===== config.mk =====
export PLATFORM = sky130hd
export DESIGN_NAME = gcore_ctrl_fsm
export DESIGN_NICKNAME = d
export VERILOG_FILES = /design/src/rtl/gcore_pkg.sv /design/src/rtl/gcore_op_decode.sv /design/src/rtl/gcore_ctrl_fsm.sv
export SDC_FILE = /design/constraint.sdc
export NUM_CORES = 1
export LEC_CHECK = 0
export BUFFER_PORTS_ARGS = -buffer_cell sky130_fd_sc_hd__buf_2
export CELL_PAD_IN_SITES_DETAIL_PLACEMENT = 1
export CELL_PAD_IN_SITES_GLOBAL_PLACEMENT = 2
export CORE_UTILIZATION = 19
export CTS_CLUSTER_SIZE = 20
export DETAILED_ROUTE_END_ITERATION = 10
export PLACE_DENSITY_LB_ADDON = 0.1
export SLEW_MARGIN = 20
export SYNTH_ARGS = -nofsm -noshare
export SYNTH_HDL_FRONTEND = slang
export SYNTH_SLANG_ARGS = --single-unit

===== constraint.sdc =====
create_clock -name clk -period 1.9 [get_ports clk]
set_input_delay 0.57 -clock clk [delete_from_list [all_inputs] [get_ports clk]]
set_output_delay 0.57 -clock clk [all_outputs]
set_load 0.05 [all_outputs]

===== src/rtl/gcore_pkg.sv =====
`default_nettype none
// ------------------------------------------------------------------
// gcore_pkg : opcodes, accumulator-source codes, FSM states, op classes
// Rev 1.0
// ------------------------------------------------------------------
package gcore_pkg;

  localparam logic [3:0] OP_NOP   = 4'b0000;
  localparam logic [3:0] OP_JUMP  = 4'b0001;
  localparam logic [3:0] OP_SAVE  = 4'b0010;
  localparam logic [3:0] OP_LOAD  = 4'b0011;
  localparam logic [3:0] OP_LOADI = 4'b0100;
  localparam logic [3:0] OP_SLL   = 4'b0101;
  localparam logic [3:0] OP_BZ    = 4'b1111;

  localparam logic [1:0] ACC_SEL_MEM = 2'b00;
  localparam logic [1:0] ACC_SEL_IMM = 2'b01;
  localparam logic [1:0] ACC_SEL_ALU = 2'b10;
  localparam logic [1:0] ACC_SEL_SLL = 2'b11;

`ifdef GCORE_ILLEGAL_TRAP_EN
  typedef enum logic [2:0] {
    ST_FETCH  = 3'd0,
    ST_DECODE = 3'd1,
    ST_MEM    = 3'd2,
    ST_WB     = 3'd3,
    ST_TRAP   = 3'd4
  } state_e;
`else
  typedef enum logic [2:0] {
    ST_FETCH  = 3'd0,
    ST_DECODE = 3'd1,
    ST_MEM    = 3'd2,
    ST_WB     = 3'd3
  } state_e;
`endif

  typedef enum logic [2:0] {
    CLS_NOP     = 3'd0,
    CLS_JUMP    = 3'd1,
    CLS_BZ      = 3'd2,
    CLS_MEMRD   = 3'd3,
    CLS_MEMWR   = 3'd4,
    CLS_IMM     = 3'd5,
    CLS_ALU     = 3'd6,
    CLS_ILLEGAL = 3'd7
  } op_class_e;

endpackage
`default_nettype wire


===== src/rtl/gcore_op_decode.sv =====
`default_nettype none
// ------------------------------------------------------------------
// gcore_op_decode : combinational opcode-to-class map
// Rev 1.0
// ------------------------------------------------------------------
module gcore_op_decode
  import gcore_pkg::*;
#(
  parameter int OP_W = 4
) (
  input  logic [OP_W-1:0] op,
  output op_class_e       op_class
);

  logic hi_set;

  generate
    if (OP_W > 4) begin : g_wide
      assign hi_set = |op[OP_W-1:4];
    end else begin : g_narrow
      assign hi_set = 1'b0;
    end
  endgenerate

  always_comb begin
    op_class = CLS_ILLEGAL;
    if (!hi_set) begin
      case (op[3:0])
        OP_NOP:   op_class = CLS_NOP;
        OP_JUMP:  op_class = CLS_JUMP;
        OP_SAVE:  op_class = CLS_MEMWR;
        OP_LOAD:  op_class = CLS_MEMRD;
        OP_LOADI: op_class = CLS_IMM;
        OP_SLL:   op_class = CLS_IMM;
        OP_BZ:    op_class = CLS_BZ;
        // remaining 1xxx codes (1101 included) go straight to the ALU
        default:  op_class = op[3] ? CLS_ALU : CLS_ILLEGAL;
      endcase
    end
  end

endmodule
`default_nettype wire


===== src/rtl/gcore_ctrl_fsm.sv =====
`default_nettype none
// ------------------------------------------------------------------
// gcore_ctrl_fsm : multi-cycle FETCH/DECODE/MEM/WB control sequencer
// Define GCORE_ILLEGAL_TRAP_EN to trap undefined opcodes. Rev 1.0
// ------------------------------------------------------------------
module gcore_ctrl_fsm
  import gcore_pkg::*;
#(
  parameter int OP_W    = 4,
  parameter int ALUOP_W = 3
) (
  input  logic               clk,
  input  logic               rst,
  input  logic [OP_W-1:0]    ir_op,
  input  logic               acc_zero,
  input  logic               mem_ack,
  output logic               mem_req,
  output logic               mem_we,
  output logic               ir_load,
  output logic               pc_inc,
  output logic               pc_load,
  output logic               acc_we,
  output logic [1:0]         acc_sel,
  output logic [ALUOP_W-1:0] aluop,
  output logic               retire,
  output logic               trap
);

  state_e    state;
  state_e    state_next;
  op_class_e op_class;

  gcore_op_decode #(
    .OP_W (OP_W)
  ) u_decode (
    .op       (ir_op),
    .op_class (op_class)
  );

  always_ff @(posedge clk) begin
    if (rst) begin
      state <= ST_FETCH;
    end else begin
      state <= state_next;
    end
  end

  always_comb begin
    state_next = state;
    mem_req    = 1'b0;
    mem_we     = 1'b0;
    ir_load    = 1'b0;
    pc_inc     = 1'b0;
    pc_load    = 1'b0;
    acc_we     = 1'b0;
    acc_sel    = ACC_SEL_MEM;
    aluop      = '0;
    retire     = 1'b0;
`ifdef GCORE_ILLEGAL_TRAP_EN
    trap       = 1'b0;
`endif

    case (state)
      ST_FETCH: begin
        mem_req = 1'b1;
        if (mem_ack) begin
          ir_load    = 1'b1;
          pc_inc     = 1'b1;
          state_next = ST_DECODE;
        end
      end

      ST_DECODE: begin
        case (op_class)
          CLS_NOP: begin
            retire     = 1'b1;
            state_next = ST_FETCH;
          end
          CLS_JUMP: begin
            pc_load    = 1'b1;
            retire     = 1'b1;
            state_next = ST_FETCH;
          end
          CLS_BZ: begin
            pc_load    = acc_zero;
            retire     = 1'b1;
            state_next = ST_FETCH;
          end
          CLS_MEMRD, CLS_MEMWR, CLS_ALU: state_next = ST_MEM;
          CLS_IMM:                       state_next = ST_WB;
          default: begin
`ifdef GCORE_ILLEGAL_TRAP_EN
            state_next = ST_TRAP;
`else
            retire     = 1'b1;
            state_next = ST_FETCH;
`endif
          end
        endcase
      end

      ST_MEM: begin
        mem_req = 1'b1;
        mem_we  = (op_class == CLS_MEMWR);
        if (op_class == CLS_ALU) begin
          aluop = ir_op[ALUOP_W-1:0];
        end
        if (mem_ack) begin
          if (op_class == CLS_MEMRD) begin
            acc_we  = 1'b1;
            acc_sel = ACC_SEL_MEM;
          end else if (op_class == CLS_ALU) begin
            acc_we  = 1'b1;
            acc_sel = ACC_SEL_ALU;
          end
          retire     = 1'b1;
          state_next = ST_FETCH;
        end
      end

      ST_WB: begin
        acc_we     = 1'b1;
        acc_sel    = (ir_op[3:0] == OP_SLL) ? ACC_SEL_SLL : ACC_SEL_IMM;
        retire     = 1'b1;
        state_next = ST_FETCH;
      end

`ifdef GCORE_ILLEGAL_TRAP_EN
      ST_TRAP: begin
        trap = 1'b1;
      end
`endif

      default: state_next = ST_FETCH;
    endcase

    // Reset forces every output low, which also aborts an outstanding request.
    if (rst) begin
      mem_req = 1'b0;
      mem_we  = 1'b0;
      ir_load = 1'b0;
      pc_inc  = 1'b0;
      pc_load = 1'b0;
      acc_we  = 1'b0;
      acc_sel = ACC_SEL_MEM;
      aluop   = '0;
      retire  = 1'b0;
`ifdef GCORE_ILLEGAL_TRAP_EN
      trap    = 1'b0;
`endif
    end
  end

`ifndef GCORE_ILLEGAL_TRAP_EN
  assign trap = 1'b0;
`endif

endmodule
`default_nettype wire


---- Yosys cells after proc, flatten, opt, wreduce, memory -nomap -nowiden ----
Cells that the tools add are included.
word-level totals
  bits in registers ....................... 3
  input port bits ......................... 8
  output and inout bits ................... 13
  word-level logic and storage cells ...... 58
operators by class
  eq/ne operators ......................... 17
  muxes and demuxes ....................... 33
  reduce and logical (&&, ||, !) cells .... 7
operator list
  cell                                                              count
  3-bit case mux with 6 select lines                                1
  1-bit 2-to-1 mux                                                  16
  3-bit 2-to-1 mux                                                  5
  3-bit by 2-bit == test with 1-bit output (second input constant)  4
  2-bit 2-to-1 mux                                                  5
  3-bit == test (second input constant)                             3
  3-bit case mux with 3 select lines                                1
  4-bit by 2-bit == test with 1-bit output (second input constant)  2
  4-bit by 3-bit == test with 1-bit output (second input constant)  2
  2-bit case mux with 2 select lines                                2
  3-bit by 1-bit == test with 1-bit output (second input constant)  2
  4-bit by 1-bit == test with 1-bit output (second input constant)  1
  4-bit == test (second input constant)                             1
  4-bit logical NOT                                                 1
  2-bit != test (second input constant)                             2
  1-bit case mux with 2 select lines                                2
  2-bit OR reduction                                                2
  4-bit OR reduction                                                1
  3-bit logical NOT                                                 1
  1-bit case mux with 3 select lines                                1
  3-bit OR reduction                                                1
  2-bit AND reduction                                               1

---- Depth between registers and ports, before layout ----
  depth in word-level cells ............... 9
  depth in mapped cells ................... 4
  gate-level depth less buffers ........... 3

---- By module ----
From an unflattened synthesis, not the netlist that was laid out.
second synthesis, totals
  cells, all modules ...................... 46
  area, all modules ....................... 336.6 um2
modules (own cells, without submodules)
  module           instances  cells each  area an instance (um2)
  gcore_ctrl_fsm   1          39          296.5
  gcore_op_decode  1          7           40.0

---- Worst setup path before layout ----
No wires, ideal clock.
  path type ............................... input to output
  from .................................... in mem_ack
  to ...................................... out pc_inc
  arrival time ............................ 2.353 ns
  path slack .............................. -1.023 ns
  stages .................................. 3
  path buffers ............................ 1
  path through ............................ nor2b_1 nor3b_1 buf_4
on the way
  cells in the longest elaborated chain, start to end .. 3
RTL lines
  item                           line                  source
  start: declaration             gcore_ctrl_fsm.sv:16  input logic mem_ack,
  1-bit 2-to-1 mux (3 in a row)  --
  end: declaration               gcore_ctrl_fsm.sv:20  output logic pc_inc,
Every way passes these cells.

---- Worst setup path in the final report ----
  from .................................... in ir_op[0]
  to ...................................... out mem_we
on the way
  cells in the longest elaborated chain, start to end .. 6
  elaborated cells between the ends (all ways) .. 12
  classes of those cells .................. eq/ne (7); mux (3); reduce/logical (2)
RTL lines
  item                                      line                   source
  start: declaration                        gcore_ctrl_fsm.sv:14   input logic [OP_W-1:0] ir_op,
  4-bit by 3-bit == test with 1-bit output  gcore_op_decode.sv:28  case (op[3:0])
  2-bit OR reduction (no source line)       --
  3-bit case mux with 6 select lines *      gcore_op_decode.sv:28
  3-bit == test *                           gcore_ctrl_fsm.sv:104  mem_we = (op_class == CLS_MEMWR);
  1-bit 2-to-1 mux *                        gcore_ctrl_fsm.sv:63   case (state)
  1-bit 2-to-1 mux *                        gcore_ctrl_fsm.sv:138  if (rst) begin
  end: declaration                          gcore_ctrl_fsm.sv:18   output logic mem_we,
Mark *: on every way between the ends. The rest lies on a longest branch, timed or not.

==> impl.org <==
** Status
- Run status :: finished, violations left
- Violations in the final reports :: negative setup slack

** STA
- Setup TNS Final :: -0.253 ns
- For the finished layout, the period the worst path requires is 1.98 ns.
- In the finished design, the share of the clock period the worst path needs comes to 1.04.
- WHS :: 0.564 ns
- Across all setup checks in the final design, the least slack found is -0.0777 ns.
- Endpoints failing setup :: 5
- Setup repair after global routing could not meet its margin everywhere.
- For the final database, setup skew stands at about 0.0038 ns.
- Final hold violation count :: 0
- Slew Viols, Final :: 0
- Achievable clock frequency :: 0.506 GHz

** Pwr
- Of the total power, the clock network draws 0.321.
- For this design the static power due to leakage is 0.343 nW.
- Switch share :: 0.389
- The share of total power dissipated in sequential elements is 0.165.
- The share of total power dissipated in combinational logic is 0.515.
- Cell internal pwr :: 186 uW
- Power per standard cell area :: 371 mW/mm^2
- Post-layout total power :: 305 uW
- Peak ir drop on the vdd network :: roughly 170 uV
- Sw Pwr :: 119 uW

** Worst hold path
- The worst hold path passes through 2 cells.
- Worst hold path class :: reg -> reg
- The path with the worst hold slack has its endpoint at state[0].
- In this run the most critical hold path is launched from state[1].

** Floorplanning
- Die X :: 43.9 um
- Initial cell density of the core :: 0.211
- The initialized floorplan defines 14 standard-cell rows.
- Io pins :: 21
- Area of the core region :: ~0.0016 sq mm
- Overall die area :: 0.00192 sq mm
- The floorplan step set the die height to 43.9 um.

** Global route
- For this run, the total global-route usage over all layers was measured as 0.144.
- Summed over all layers, the global routing overflow is 0.
- Entering global routing, the biggest net connects 11 pins.
- Initial antenna violation count :: 0
- The first global-routing pass estimated approximately 2 mm of wire.
- The via count of the first global-routing pass is between 400 and 500.

** Drt
- After detailed routing, the number of remaining DRC violations is 0.
- The detail route stage leaves a number of antenna-violating nets equal to 0.
- Wire length after detailed routing :: around 1.2 mm
- Via Count :: 470
- Using the TritonRoute via totals, the vias-per-cell ratio works out to 4.95.
- DRT iter0 DRCs :: 4
- First-pass iteration count of the detailed router :: 5
- Dividing the detail-routed wire length by the instance count gives about 13 um.

** Clock tree
- For this design, the CTS-stage hold fixing added 0 buffers.
- Clock root buffer :: sky130_fd_sc_hd__clkbuf_4
- TritonCTS built the clock tree.
- Clock net sink count :: 2
- Max clock buf depth :: 2
- Clock-pin transition on the worst setup and hold timing paths :: about 0.030 ns
- The clock reaches the later pin of the worst-skew pair after 0.23 ns.
- Number of levels in the clock H-tree :: 1
- Counting the buffers created by CTS gives 3.

** Synthesis
- The mapped netlist covers approximately 330 sq um.
- After technology mapping, the gate count stands at 47.
- Number of flops mapped to enable cells by yosys :: 0
- Number of nets produced by synthesis :: 55
- Counting flops with an async set or reset pin after synthesis yields a share of 0.
- Among all flip-flop cells after synthesis, the most frequent one is sky130_fd_sc_hd__dfxtp_1.
- After synthesis, the mean cell area works out to approximately 7 sq um.
- Synth area leaders :: sky130_fd_sc_hd__dfxtp_1, sky130_fd_sc_hd__and3_1, sky130_fd_sc_hd__buf_4, sky130_fd_sc_hd__nor4_4, sky130_fd_sc_hd__nor3_2
- The share of the Yosys chip area taken by registers is 0.120.
- Of the post-synthesis cell area, the dominant cell type holds 0.120.
- In this run, synthesis produced a sequential element count of 2.
- Dominant cell type by area after synthesis :: sky130_fd_sc_hd__dfxtp_1
- Sorting the synthesized cells by how often they occur yields sky130_fd_sc_hd__nand2_1, sky130_fd_sc_hd__nor2_1, sky130_fd_sc_hd__and3_1.
- Yosys Warn Count :: 0
- In this run, distinct cell masters in the synthesized netlist total 24.

** Setup path
- Of all nets on the critical path, the largest fanout is 4.
- The most critical setup path has its startpoint at ir_op[0].
- In this design, the stage delay of the slowest critical-path cell is 0.28 ns.
- STA classifies the critical path startpoint as a primary input.
- Top cell family by delay on the critical path :: simple AND/OR/NAND/NOR gates
- The worst register-to-register path ends at state[1].
- In this run the critical register-to-register path is launched from state[0].
- Worst-path cell chain :: buf_8 -> buf_6 -> nor2_4 -> nand2_2 -> nor4_4 -> buf_6
- The largest individual stage delay along the critical path comes from the cell sky130_fd_sc_hd__nor4_4.
- Sum of buffers and inverters on the critical path :: 3
- Reg2Reg Setup Slack :: 0.84 ns
- Worst reg-to-reg path cell count :: 4
- The worst setup path is captured at an output pin.
- The setup path with the least slack is of type in -> out.
- Data arrival at the endpoint of the critical path :: 1.41 ns
- Cell type with the highest occurrence count on the critical path :: sky130_fd_sc_hd__buf_6
- CP Data Required Time :: 1.33 ns

** Finish
- Post-synthesis to final-layout area growth :: 147%
- Across the whole layout, storage elements account for 41.3 sq um.
- Fraction of final layout cells with drive strength greater than 1 :: 0.772
- Final nets :: 89
- Registers with the most flip-flops :: state x2
- Flip-flop count of the largest register, all copies and words added :: 2
- Multi-input combinational cell area :: about 380 sq um
- Layout filler cell count :: 176
- Antenna Cells :: 0
- Register with the most flip-flops :: state

** Placement
- Routability cong. :: 0.724
- Count of input and output buffers :: 19
- DP Wirelength :: 897 um

** Job
- The tool flagged a number of max-cap violations equal to 0.
## worst reg2reg max path: cells and delay by family (launching register included)
| kind | cells | cell delay [ns] |
|---|---|---|
| compound gates | 1 | 0.13 |
| flops | 1 | 0.43 |
| simple gates | 1 | 0.16 |
| buf+inv | 2 | 0.29 |
## worst max path at each step
stage	to	slack, ns	cells after the start
2_1_floorplan	pc_load	-0.23	4
3_3_place_gp	retire	-0.25	5
3_5_place_dp	retire	-0.25	5
4_1_cts	retire	-0.07	5
5_1_grt	mem_we	-0.13	6
6_report	mem_we	-0.08	6
## power by group through the flow
| stage | combinational, mW | sequential, mW | clock, mW |
|---|---|---|---|
| after floorplan | 0.0917 | 0.0480 | 0 |
| after global placement | 0.126 | 0.0505 | 0 |
| after detailed placement | 0.126 | 0.0502 | 0 |
| after CTS | 0.142 | 0.0503 | 0.105 |
| after global routing | 0.166 | 0.0509 | 0.111 |
| final | 0.157 | 0.0502 | 0.0979 |
## cell type report
cell class | instances | area share
Multi-Input combinational cell | 38 | 0.457
Timing Repair Buffer | 35 | 0.437
Sequential cell | 2 | 0.0502
Clock buffer | 3 | 0.0274
Tap cell | 16 | 0.0244
Inverter | 1 | 0.00457
## repair_timing
action                                 CTS  global route
setup endpoints to repair               11             9
setup buffers                            1             2
endpoints found under the hold margin    0             0
gates cloned                             0             0
resized for setup                       34            17
pin swaps                                2             4
## cell usage in the layout, fill, tap and decap left out, drive strengths merged, types with 2 or more instances in the layout
cell	n
a31oi	2
nand2	5
nor3	4
buf	35
nand3	3
nor4	2
nor2	6
a21o	2
a21oi	2
dfxtp	2
and3	4
clkbuf	3
## kinds of logic (layout without fill, tap and decap cells)
kind of cell,count (synthesis),count (layout),share of synthesized area
flip-flops,2,2,0.120
other,1,1,0.0113
buffers and inverters,7,39,0.124
AO/OA/AOI/OAI,7,7,0.162
AND/OR/NAND/NOR,30,30,0.583
## metal layers
layer	track usage	up-vias	wire [um]
met2	0.242	16	594
met5	0	-	0
li1	-	230	-
met4	0.0545	0	19
met3	0.0292	2	54
met1	0.179	222	526
## metrics by stage
| stage | util | setup WS [ns] | instance area (sq um) | std cells |
|---|---|---|---|---|
| after global routing | 0.521 | -0.132 | 822 | 95 |
| final | 0.521 | -0.0777 | 822 | 95 |
| after detailed placement | 0.382 | -0.249 | 602 | 89 |
| after CTS | 0.471 | -0.0723 | 742 | 93 |
| after global placement | 0.382 | -0.248 | 602 | 89 |
| after floorplan | - | -0.232 | 440 | 47 |
No activity file was read; power rests on OpenSTA's default activity.
